`src/rtl/nand_pkg.sv`:
```
// Shared encodings for the NAND command/address sequencer: operation modes,
// ONFI opcode bytes and the sequencer state enum.
package nand_pkg;

  localparam logic [1:0] MODE_READ  = 2'b00;
  localparam logic [1:0] MODE_PROG  = 2'b01;
  localparam logic [1:0] MODE_ERASE = 2'b10;
  localparam logic [1:0] MODE_RSVD  = 2'b11;

  localparam logic [7:0] CMD_READ1  = 8'h00;
  localparam logic [7:0] CMD_READ2  = 8'h30;
  localparam logic [7:0] CMD_PROG1  = 8'h80;
  localparam logic [7:0] CMD_ERASE1 = 8'h60;
  localparam logic [7:0] CMD_ERASE2 = 8'hD0;

  typedef enum logic [2:0] {
    ST_IDLE,
    ST_CMD1,
    ST_ADDR,
    ST_CMD2,
    ST_DONE
  } state_e;

endpackage

```
`src/rtl/nand_we_pulse_timer.sv`:
```
// WE# pulse generator: while go is high, produces back-to-back bus cycles of
// WE_LOW_CLKS low clocks followed by WE_HIGH_CLKS high clocks, and flags the
// last high clock of each cycle so the sequencer can advance.
module nand_we_pulse_timer #(
  parameter int WE_LOW_CLKS  = 2,
  parameter int WE_HIGH_CLKS = 2
) (
  input  logic clk,
  input  logic reset,
  input  logic go,
  output logic we_n,
  output logic cycle_end
);

  localparam int L  = WE_LOW_CLKS + WE_HIGH_CLKS;
  localparam int CW = (L > 1) ? $clog2(L) : 1;

  logic [CW-1:0] cnt_q, cnt_d;

  // Phase counter; held at zero while idle so every sequence starts low.
  always_comb begin
    cnt_d = cnt_q;
    if (!go) begin
      cnt_d = '0;
    end else if (cnt_q == CW'(L - 1)) begin
      cnt_d = '0;
    end else begin
      cnt_d = cnt_q + 1'b1;
    end
  end

  // Phase counter register.
  always_ff @(posedge clk) begin
    if (reset) begin
      cnt_q <= '0;
    end else begin
      cnt_q <= cnt_d;
    end
  end

  assign we_n      = !(go && (cnt_q < CW'(WE_LOW_CLKS)));
  assign cycle_end = go && (cnt_q == CW'(L - 1));

endmodule

```
`src/rtl/nand_cmd_addr_seq.sv`:
```
// NAND command/address latch sequencer: drives CLE/ALE/WE#/IO for the
// command and address phases of read, program and erase operations.
module nand_cmd_addr_seq
  import nand_pkg::*;
#(
  parameter int IO_W         = 8,
  parameter int ADDR_CYCLES  = 5,
  parameter int COL_CYCLES   = 2,
  parameter int ADDR_W       = 40,
  parameter int WE_LOW_CLKS  = 2,
  parameter int WE_HIGH_CLKS = 2
) (
  input  logic              clk,
  input  logic              reset,
  input  logic              start,
  input  logic [1:0]        mode,
  input  logic [ADDR_W-1:0] addr,
  output logic              busy,
  output logic              done,
  output logic              ce_n,
  output logic              cle,
  output logic              ale,
  output logic              we_n,
  output logic [IO_W-1:0]   io,
  output logic              io_oe
);

  localparam int BW = (ADDR_CYCLES > 1) ? $clog2(ADDR_CYCLES) : 1;

  state_e          state_q, state_d;
  logic [BW-1:0]   byte_q, byte_d;
  logic [1:0]      mode_q, mode_d;
  logic            load;
  logic            active;
  logic            cycle_end;
  logic [IO_W-1:0] addr_byte_in [ADDR_CYCLES];
  logic [IO_W-1:0] addr_q       [ADDR_CYCLES];

  // Split the address into bus-width bytes, zero-padding bytes beyond ADDR_W,
  // and capture them on the accepting start.
  for (genvar gi = 0; gi < ADDR_CYCLES; gi++) begin : g_addr
    if (IO_W * (gi + 1) <= ADDR_W) begin : g_full
      assign addr_byte_in[gi] = addr[IO_W*gi +: IO_W];
    end else if (IO_W * gi < ADDR_W) begin : g_part
      assign addr_byte_in[gi] = IO_W'(addr[ADDR_W-1:IO_W*gi]);
    end else begin : g_zero
      assign addr_byte_in[gi] = '0;
    end

    // Latched address byte, discarded on reset.
    always_ff @(posedge clk) begin
      if (reset) begin
        addr_q[gi] <= '0;
      end else if (load) begin
        addr_q[gi] <= addr_byte_in[gi];
      end
    end
  end

  // Next-state logic and pin decode for the current bus phase.
  always_comb begin
    state_d = state_q;
    byte_d  = byte_q;
    mode_d  = mode_q;
    load    = 1'b0;
    active  = 1'b0;
    cle     = 1'b0;
    ale     = 1'b0;
    io      = '0;
    unique case (state_q)
      ST_IDLE: begin
        if (start && (mode != MODE_RSVD)) begin
          load    = 1'b1;
          mode_d  = mode;
          byte_d  = (mode == MODE_ERASE) ? BW'(COL_CYCLES) : '0;
          state_d = ST_CMD1;
        end
      end
      ST_CMD1: begin
        active = 1'b1;
        cle    = 1'b1;
        io     = (mode_q == MODE_PROG)  ? IO_W'(CMD_PROG1)  :
                 (mode_q == MODE_ERASE) ? IO_W'(CMD_ERASE1) : IO_W'(CMD_READ1);
        if (cycle_end) state_d = ST_ADDR;
      end
      ST_ADDR: begin
        active = 1'b1;
        ale    = 1'b1;
        io     = addr_q[byte_q];
        if (cycle_end) begin
          // The byte counter stops on the last index instead of wrapping.
          if (byte_q == BW'(ADDR_CYCLES - 1)) begin
            state_d = (mode_q == MODE_PROG) ? ST_DONE : ST_CMD2;
          end else begin
            byte_d = byte_q + 1'b1;
          end
        end
      end
      ST_CMD2: begin
        active = 1'b1;
        cle    = 1'b1;
        io     = (mode_q == MODE_ERASE) ? IO_W'(CMD_ERASE2) : IO_W'(CMD_READ2);
        if (cycle_end) state_d = ST_DONE;
      end
      ST_DONE: begin
        state_d = ST_IDLE;
      end
      default: begin
        state_d = ST_IDLE;
      end
    endcase
  end

  // Sequencer state registers.
  always_ff @(posedge clk) begin
    if (reset) begin
      state_q <= ST_IDLE;
      byte_q  <= '0;
      mode_q  <= MODE_READ;
    end else begin
      state_q <= state_d;
      byte_q  <= byte_d;
      mode_q  <= mode_d;
    end
  end

  assign busy  = active;
  assign ce_n  = !active;
  assign io_oe = active;
  assign done  = (state_q == ST_DONE);

  nand_we_pulse_timer #(
    .WE_LOW_CLKS (WE_LOW_CLKS),
    .WE_HIGH_CLKS(WE_HIGH_CLKS)
  ) u_we_timer (
    .clk      (clk),
    .reset    (reset),
    .go       (active),
    .we_n     (we_n),
    .cycle_end(cycle_end)
  );

endmodule
```
`config.mk`:
```
export PLATFORM = sky130hd
export DESIGN_NAME = nand_cmd_addr_seq
export DESIGN_NICKNAME = d
export VERILOG_FILES = /design/src/rtl/nand_pkg.sv /design/src/rtl/nand_we_pulse_timer.sv /design/src/rtl/nand_cmd_addr_seq.sv
export SDC_FILE = /design/constraint.sdc
export NUM_CORES = 1
export LEC_CHECK = 0
export CORE_ASPECT_RATIO = 0.8
export CORE_MARGIN = 2
export CORE_UTILIZATION = 30
export CTS_CLUSTER_DIAMETER = 150
export DETAILED_ROUTE_END_ITERATION = 12
export PLACE_DENSITY = 0.63
export SLEW_MARGIN = 0
export SYNTH_ARGS = -nofsm -noshare
export SYNTH_HDL_FRONTEND = slang
export SYNTH_SLANG_ARGS = --single-unit
```
`constraint.sdc`:
```
create_clock -name clk -period 3 [get_ports clk]
set_input_delay 0.6 -clock clk [delete_from_list [all_inputs] [get_ports clk]]
set_output_delay 0.6 -clock clk [all_outputs]
set_load 0.01 [all_outputs]
```
* Yosys cells after proc, flatten, opt, wreduce, memory -nomap -nowiden
Memory sizes are Yosys's and may differ from the RTL's. A register that Yosys moved wholly into a read port is not among the register bits.
Cells that the tools add are included.
** Cells by class
- Multiplexer cells :: 33
- Reduce and logical (&&, ||, !) cells :: 13
- Order comparisons :: 1
- Add/sub/neg operators :: 2
- Eq/ne operators :: 16
- Bitwise gates (word level) :: 6
** Operator list (count)
- $mux 8 :: 7
- $mux 3 :: 11
- $pmux 8 s3 :: 1
- $ne 2x2->1 const B :: 7
- $pmux 3 s4 :: 1
- $mux 1 :: 10
- $mux 7 :: 1
- $eq 2x2->1 const B :: 3
- $eq 3x2->1 const B :: 2
- $eq 3x3->1 const B :: 2
- $pmux 3 s2 :: 1
- $reduce_or 3->1 :: 2
- $or 1x1->1 :: 5
- $reduce_and 5->1 :: 1
- $reduce_and 4->1 :: 1
- $add 3x1->3 const B :: 1
- $eq 3x1->1 const B :: 1
- $logic_and 1x1->1 :: 3
- $logic_not 3->1 :: 1
- $add 2x1->2 const B :: 1
- $eq 2x1->1 const B :: 1
- $logic_not 1->1 :: 2
- $lt 2x2->1 const B :: 1
- $mux 2 :: 1
- other kinds (4) :: 4
** Storage, ports and cells
- Output and inout bits :: 15
- Memories kept :: 1
- Register bits after elaboration :: 10
- Bits in writable memories :: 40
- Bits of input ports :: 45
** Memories
- addr_q :: depth 5, width 8, rd ports 1, clocked after memory_dff 1, wr ports 5, line nand_cmd_addr_seq.sv:37 : logic [IO_W-1:0] addr_q [ADDR_CYCLES];

* Longest topological paths before layout
Gate-level depths: netlist (run 1).
- Depth after elaboration :: 8
- Gate-level depth with buffers :: 7
- Mapped depth without buffers :: 6

* Cells and area by module
Synthesis (run 1) repeated with hierarchy kept, for this count alone.
** Unflattened totals
- Cells, all modules :: 195
- Area, all modules :: 2517.4 sq um
** By module, submodules not included
- nand_cmd_addr_seq :: cells an instance 188, instances 1, area each 2424.8 sq um, seq. area each 1421.4 sq um
- nand_we_pulse_timer :: cells an instance 7, instances 1, area each 92.6 sq um, seq. area each 40.0 sq um

* Worst setup path before layout (run 1)
Ideal clock, no wire load.
- Path kind :: in2reg
- Start point :: input start
- End point :: memory addr_q[0][0] (enable)
- Cell stages on the path :: 3
- Setup slack :: 0.537 ns
- Arrival time :: 2.055 ns
- Buffers on the path :: 0
- Cells stage by stage :: a21boi_2 > nand3_1 > nand2b_1
** RTL lines
- from (decl) :: line nand_cmd_addr_seq.sv:15 : input logic start,
- to (decl) :: line nand_cmd_addr_seq.sv:37

==> results by group, run 1 <==
Timing
  – Setup TNS: 0 ns
  – Period utilization: 92.1%
  – Worst-Margin Slew: 0.544 ns
  – Clk_skew: 0.00672 ns
  – Fmax: 0.362 GHz
  – RSZ-0062 raised after global routing: false
  – Final Hold Viols: 0
  – Post-layout min period: 2.76 ns
  – Slew margin rel.: 63.7%
  – Worst Hold Margin: 0.435 ns
  – Setup Viol. Count Final: 0
  – Fin worst setup slack: 0.238 ns
  – Slew Viols, Final: 0

Worst setup path
  – Critical path arrival: 2.16 ns
  – Worst reg2reg startpoint: state_q[1]$_SDFFE_PP0P_
  – Max Fanout on Critical Path: 5
  – Critical path cell sequence: buf_4 -> mux4_2 -> mux2i_1 -> o21ai_0 -> clkdlybuf4s50_1
  – CP max stage cell: mux4_2
  – Req. time, crit path: 2.40 ns
  – CP peak stage delay: 0.50 ns
  – CP Launch Type: flop
  – Crit path kind: reg -> out
  – Cell family with most CP delay: buffers and inverters
  – CP endpoint kind: output pin
  – Buffers & Inverters on Critical Path: 2

Synthesis
  – Largest family of logic cells by synthesized area: simple AND/OR/NAND/NOR gates
  – Post-Syn Nets: 246
  – Post-Synth Adder-Cell Area: 1.48%
  – Sequential area share after synthesis: 57.8%
  – Avg Cell Area, Syn: 12.8 µm²
  – Cell taking the most area after synthesis: edfxtp_1
  – Number of synthesized flops with an enable pin: 40
  – Mux cell area share after synthesis: 11.1%
  – Yosys top cell area share: 47.5%
  – Ys Warns: 0
  – Yosys reg bits: 53
  – Primary FF master, synth: edfxtp_1
  – Synth Area in Compound Gates: 6.53%
  – Yosys cell types: 42
  – Post-Syn Area: 2530 µm²
  – Post-Synth XOR/XNOR Area: 0.346%
  – Post-synthesis cell count: 198
  – Area contributors post-synth: edfxtp_1 (47%), dfxtp_1 (10%), and2_1 (10%), mux4_2 (7.1%), mux2i_1 (4.0%)
  – Post-Synth Simple-Gate Area: 18.9%
  – Ys async rst share: 0%

Pwr
  – Post-layout power: 2520 µW
  – Internal power: 1750 µW
  – Leakage: 0.00120 µW
  – Reg power frac: 43.8%
  – Combinational power share: 36.4%
  – Clock power share: 19.8%
  – Net Sw Frac: 30.6%
  – P_sw: 769 µW
  – P per Cell Area: 753 nW/µm²
  – Peak supply drop: 0.322 mV

Global route
  – First-pass GRT wire length: 8270 µm
  – Grt total ovfl: 0
  – Total global-route track usage: 11.8%
  – Initial antenna violation count: 0
  – Vias in the first global route: 1615
  – Pin count of the biggest net entering global routing: 45

Placed design
  – Port buffer count: 59
  – Gp weighted congestion: 0.746
  – Pre-CTS setup slack: 0.399 ns
  – DP HPWL: 3770 µm

Final layout
  – Nets: 303
  – Share of layout cells above drive strength 1: 11.7%
  – Most common cell after layout, fill and taps aside: clkdlybuf4s50_1
  – Most frequent cells in the layout: clkdlybuf4s50_1 (59), and2_1 (41), edfxtp_1 (40), nor2_1 (14), dfxtp_1 (12)
  – Diodes inserted: 0
  – Area delta synth->final: 32.1%
  – Fill cell count: 764

Die
  – Die Y: 86.1 µm
  – # rows: 29
  – Die area: 9190 µm²
  – Core ar.: 8060 µm²
  – Initial Util: 31.4%
  – Die X: 107 µm
  – IO Count: 60

Min path
  – Min-delay src: u_we_timer.cnt_q[0]$_SDFF_PP0_
  – Hold Path Class: reg -> reg

CTS
  – CTS H-tree depth: 2
  – Setup bufs post-CTS: 0
  – Clock slew at reported path FFs: 0.09 ns
  – Clock sinks: 53
  – Clock Path Buffers: 2
  – CTS tree: built
  – Cts bufs inserted: 5
  – Root Buffer: clkbuf_8
  – Clock Latency Late Sink: 0.30 ns

Flow run
  – Max Cap Violations: 0

Routing
  – DR vias/cell: 4.41
  – Final ANT Viol Nets: 0
  – # DRC: 0
  – Drt wl/cell: 13.9 µm
  – 1st-pass router iterations: 4
  – Starting DRT DRC Count: 67
  – Detailed Route WL: 5060 µm
  – Via count: 1604

Run status
  – Outcome: finished, final reports clean
[cell families after synthesis]
group,after synthesis
compound gates,24
buf+inv,19
flops,53
simple gates,80
fa+ha+maj,3
xor+xnor,1
mux,18
[layout make-up]
class	count	area [µm²]	share of cell area [%]
inverters	7	26.3	0.786
well taps	108	135	4.04
flip-flops and latches	53	1460	43.7
multi-input cells	126	973	29.1
repair buffers	62	626	18.7
clock inverters	2	37.5	1.12
clock buffers	6	82.6	2.47
[registers in the layout (all words and copies together), names as in the netlist, named ones only]
signal and flops:
addr_q 40, byte_q 3, state_q 3, mode_q 2, u_we_timer.cnt_q 2
[Yosys cell counts, types with 2 or more instances]
| cell | instances |
|---|---|
| and2_1 | 41 |
| edfxtp_1 | 40 |
| nor2_1 | 14 |
| dfxtp_1 | 13 |
| mux2i_1 | 10 |
| a21oi_1 | 9 |
| mux4_2 | 8 |
| inv_1 | 6 |
| clkbuf_2 | 4 |
| nor2b_1 | 4 |
| ha_1 | 3 |
| nand2_1 | 3 |
| nand2b_1 | 3 |
| o21ai_0 | 3 |
| o22ai_1 | 3 |
| a21boi_2 | 2 |
| a311oi_1 | 2 |
| buf_2 | 2 |
| buf_6 | 2 |
| clkbuf_1 | 2 |
| nand3_1 | 2 |
| nor4_1 | 2 |
[path summary, 6_finish.rpt]
check / to / slack, ns / cells past startpoint
setup reg to reg: addr_q[3][6]$_SDFFCE_PN0P_ / 1.25 / 5
setup / recovery: io[6] / 0.24 / 5
hold reg to reg: u_we_timer.cnt_q[0]$_SDFF_PP0_ / 0.43 / 1
hold / removal: u_we_timer.cnt_q[0]$_SDFF_PP0_ / 0.43 / 1
[per-stage QoR]
stage / utilization [%] / std cells / cell area, µm²
final: 41.5 / 364 / 3340
after global routing: 41.5 / 364 / 3340
after global placement: 40.0 / 356 / 3220
after CTS: 41.5 / 364 / 3340
after detailed placement: 40.0 / 356 / 3220
after floorplan: - / 198 / 2530
[routing by layer]
metal	track usage, %	wire, µm	share of wire (%)
met1	17.8	2600	51
met2	16.9	2170	43
met3	2.74	236	4.7
met4	3.19	51	1.0
met5	0	0	0
[power groups by stage]
stage / registers [µW] / logic, µW / clock network (µW)
floorplan: 1040 / 686 / 0
global placement: 1120 / 914 / 0
detailed placement: 1120 / 927 / 0
CTS: 1110 / 929 / 513
global route: 1130 / 1010 / 542
finish: 1100 / 915 / 498
[repair_timing]
| item | 4_1_cts | 5_1_grt |
|---|---|---|
| endpoints found under the setup margin | 0 | 2 |
| hold buffers | 0 | 0 |
| resized for setup | 0 | 1 |
(Power assumes the default switching activity.)
==> run 2, diff against run 1 <==
ABC_AREA = 1   (was unset)
CORE_MARGIN = 8   (was 2)
==> run 2 against run 1 <==
Core utilization fell by 1.3 points. Cell area up 1.5%. Clock-buffer cell count stayed put. Cell count grew 32%. Area after synthesis up 2.6%. Via count increased by 28%. Sequential power shrank 6%. Largest cell class unchanged.
==> results by group, run 2 <==
Pwr
  – Internal power: 1480 µW
  – P per Cell Area: 676 nW/µm²
  – Combinational power share: 38.0%
  – Peak supply drop: 0.215 mV
  – P_sw: 811 µW
  – Reg power frac: 45.1%
  – Post-layout power: 2290 µW
  – Net Sw Frac: 35.4%
  – Leakage: 0.00154 µW
  – Clock power share: 16.9%

Global route
  – Initial antenna violation count: 0
  – Grt total ovfl: 0
  – Pin count of the biggest net entering global routing: 45
  – Total global-route track usage: 10.2%
  – Vias in the first global route: 2087
  – First-pass GRT wire length: 9870 µm

Synthesis
  – Primary FF master, synth: edfxtp_1
  – Ys async rst share: 0%
  – Yosys reg bits: 53
  – Post-Syn Area: 2600 µm²
  – Yosys cell types: 22
  – Area contributors post-synth: edfxtp_1 (46%), nor2_1 (11%), dfxtp_1 (10%), inv_1 (9.0%), nand2_1 (5.9%)
  – Yosys top cell area share: 46.3%
  – Post-synthesis cell count: 307
  – Post-Syn Nets: 355
  – Most frequent cell after synthesis: nor2_1
  – Cell taking the most area after synthesis: edfxtp_1
  – Ys Warns: 0
  – Sequential area share after synthesis: 56.3%
  – Number of synthesized flops with an enable pin: 40
  – Synth cell count leaders: nor2_1 (77), inv_1 (62), nand2_1 (41), edfxtp_1 (40), o21ai_0 (17)
  – Avg Cell Area, Syn: 8.46 µm²

Run status
  – Outcome: finished, final reports clean

Timing
  – Setup Viol. Count Final: 0
  – Clk_skew: 0.0132 ns
  – Final Hold Viols: 0
  – Post-layout min period: 2.71 ns
  – Worst Hold Margin: 0.423 ns
  – Setup TNS: 0 ns
  – Worst-Margin Slew: 0.466 ns
  – Slew margin rel.: 68.9%
  – Fmax: 0.369 GHz
  – RSZ-0062 raised after global routing: false
  – Period utilization: 90.3%
  – Slew Viols, Final: 0

Routing
  – Detailed Route WL: 6090 µm
  – DR vias/cell: 4.28
  – Via count: 2056
  – Drt wl/cell: 12.7 µm
  – Starting DRT DRC Count: 97
  – 1st-pass router iterations: 5
  – # DRC: 0
  – Final ANT Viol Nets: 0

CTS
  – CTS Hold Bufs: 0
  – CTS H-tree depth: 2
  – Clock Latency Late Sink: 0.31 ns
  – Clock slew at reported path FFs: 0.09 ns
  – Clock sinks: 53
  – Post-CTS Resized: 0
  – Setup bufs post-CTS: 0
  – Root Buffer: clkbuf_8
  – CTS tree: built
  – Clock Path Buffers: 2
  – Cts bufs inserted: 5

Worst setup path
  – Req. time, crit path: 2.40 ns
  – Crit path kind: reg -> out
  – Max Fanout on Critical Path: 10
  – CP max stage cell: dfxtp_1
  – CP endpoint kind: output pin
  – Critical path cell sequence: inv_1 -> nand3_1 -> nand2_1 -> nand2_1 -> o211ai_1 -> nand3_1 -> clkdlybuf4s50_1
  – CP peak stage delay: 0.55 ns
  – Critical path arrival: 2.11 ns
  – CP Launch Type: flop

Final layout
  – Largest reg by FF count: addr_q
  – Area delta synth->final: 30.7%
  – Share of layout cells above drive strength 1: 5.16%
  – Max FFs per register: 40
  – Most frequent cells in the layout: nor2_1 (77), inv_1 (62), clkdlybuf4s50_1 (59), nand2_1 (41), edfxtp_1 (40)
  – Most common cell after layout, fill and taps aside: nor2_1
  – Biggest regs: addr_q: 40 flops, byte_q: 3 flops, state_q: 3 flops
  – Diodes inserted: 0
  – Fin cells: 480
  – Nets: 415

Die
  – Initial Util: 30.7%
  – Core ar.: 8450 µm²
  – IO Count: 60
  – Die Y: 99.2 µm
  – Die area: 11900 µm²
  – # rows: 30
  – Die X: 120 µm

Placed design
  – Placed Cells: 472
  – Gp weighted congestion: 0.862
  – DP HPWL: 4670 µm
  – Port buffer count: 59

Flow run
  – Max Cap Violations: 0

Min path
  – Hold Path Class: reg -> reg
## run 2: final cells by class
cell class | count | area, µm²
Timing Repair Buffer | 62 | 638
Clock inverter | 2 | 10.0
Fill cell | 879 | 5050
Multi-Input combinational cell | 179 | 823
Clock buffer | 6 | 72.6
Sequential cell | 53 | 1460
Tap cell | 112 | 140
Inverter | 66 | 248
## run 2: path summary, 6_finish.rpt
kind                                  startpoint                              to  slack (ns)  cells past startpoint
setup / recovery                            flop                           io[5]        0.29                      7
hold / removal    u_we_timer.cnt_q[0]$_SDFF_PP0_  u_we_timer.cnt_q[0]$_SDFF_PP0_        0.42                      1
setup reg to reg         state_q[1]$_SDFFE_PP0P_      addr_q[3][3]$_SDFFCE_PN0P_        1.27                      6
hold reg to reg   u_we_timer.cnt_q[0]$_SDFF_PP0_  u_we_timer.cnt_q[0]$_SDFF_PP0_        0.42                      1
## run 2: power by group through the flow
stage                     clock network, µW  logic [µW]  registers, µW
after floorplan                           0         564           1020
after global placement                    0         866           1050
after detailed placement                  0         879           1050
after CTS                               395         881           1040
after global routing                    430         978           1050
final                                   387         872           1030
## run 2: per-layer routing
layer	routed length, µm	GRT usage, %	vias up
li1	-	-	1076
met1	2970	13.5	914
met2	2630	15.4	60
met3	409	3.06	6
met4	82	4.12	0
met5	0	0	-
## run 2: critical path, delay by kind of cell (launching register included)
kind,cells,cell delay [ns]
AO/OA/AOI/OAI,1,0.12
buffers and inverters,2,0.75
flip-flops,1,0.55
AND/OR/NAND/NOR,4,0.39
## run 2: kinds of logic (layout without fill, tap and decap cells)
logic type	Yosys count	after routing	share of synthesized area (%)
and+or+nand+nor	140	140	22.2
adders and majority gates	3	3	1.45
buffers and inverters	75	136	12.4
xor gates and xnor gates	1	1	0.337
DFF	53	53	56.3
AOI/OAI and AO/OA	35	35	7.32
## run 2: stage by stage
step	cell area (µm²)	util (%)	setup slack, ns
floorplan	2600	-	0.683
global placement	3310	39.2	0.613
detailed placement	3310	39.2	0.611
CTS	3390	40.2	0.269
global route	3390	40.2	0.104
finish	3390	40.2	0.291
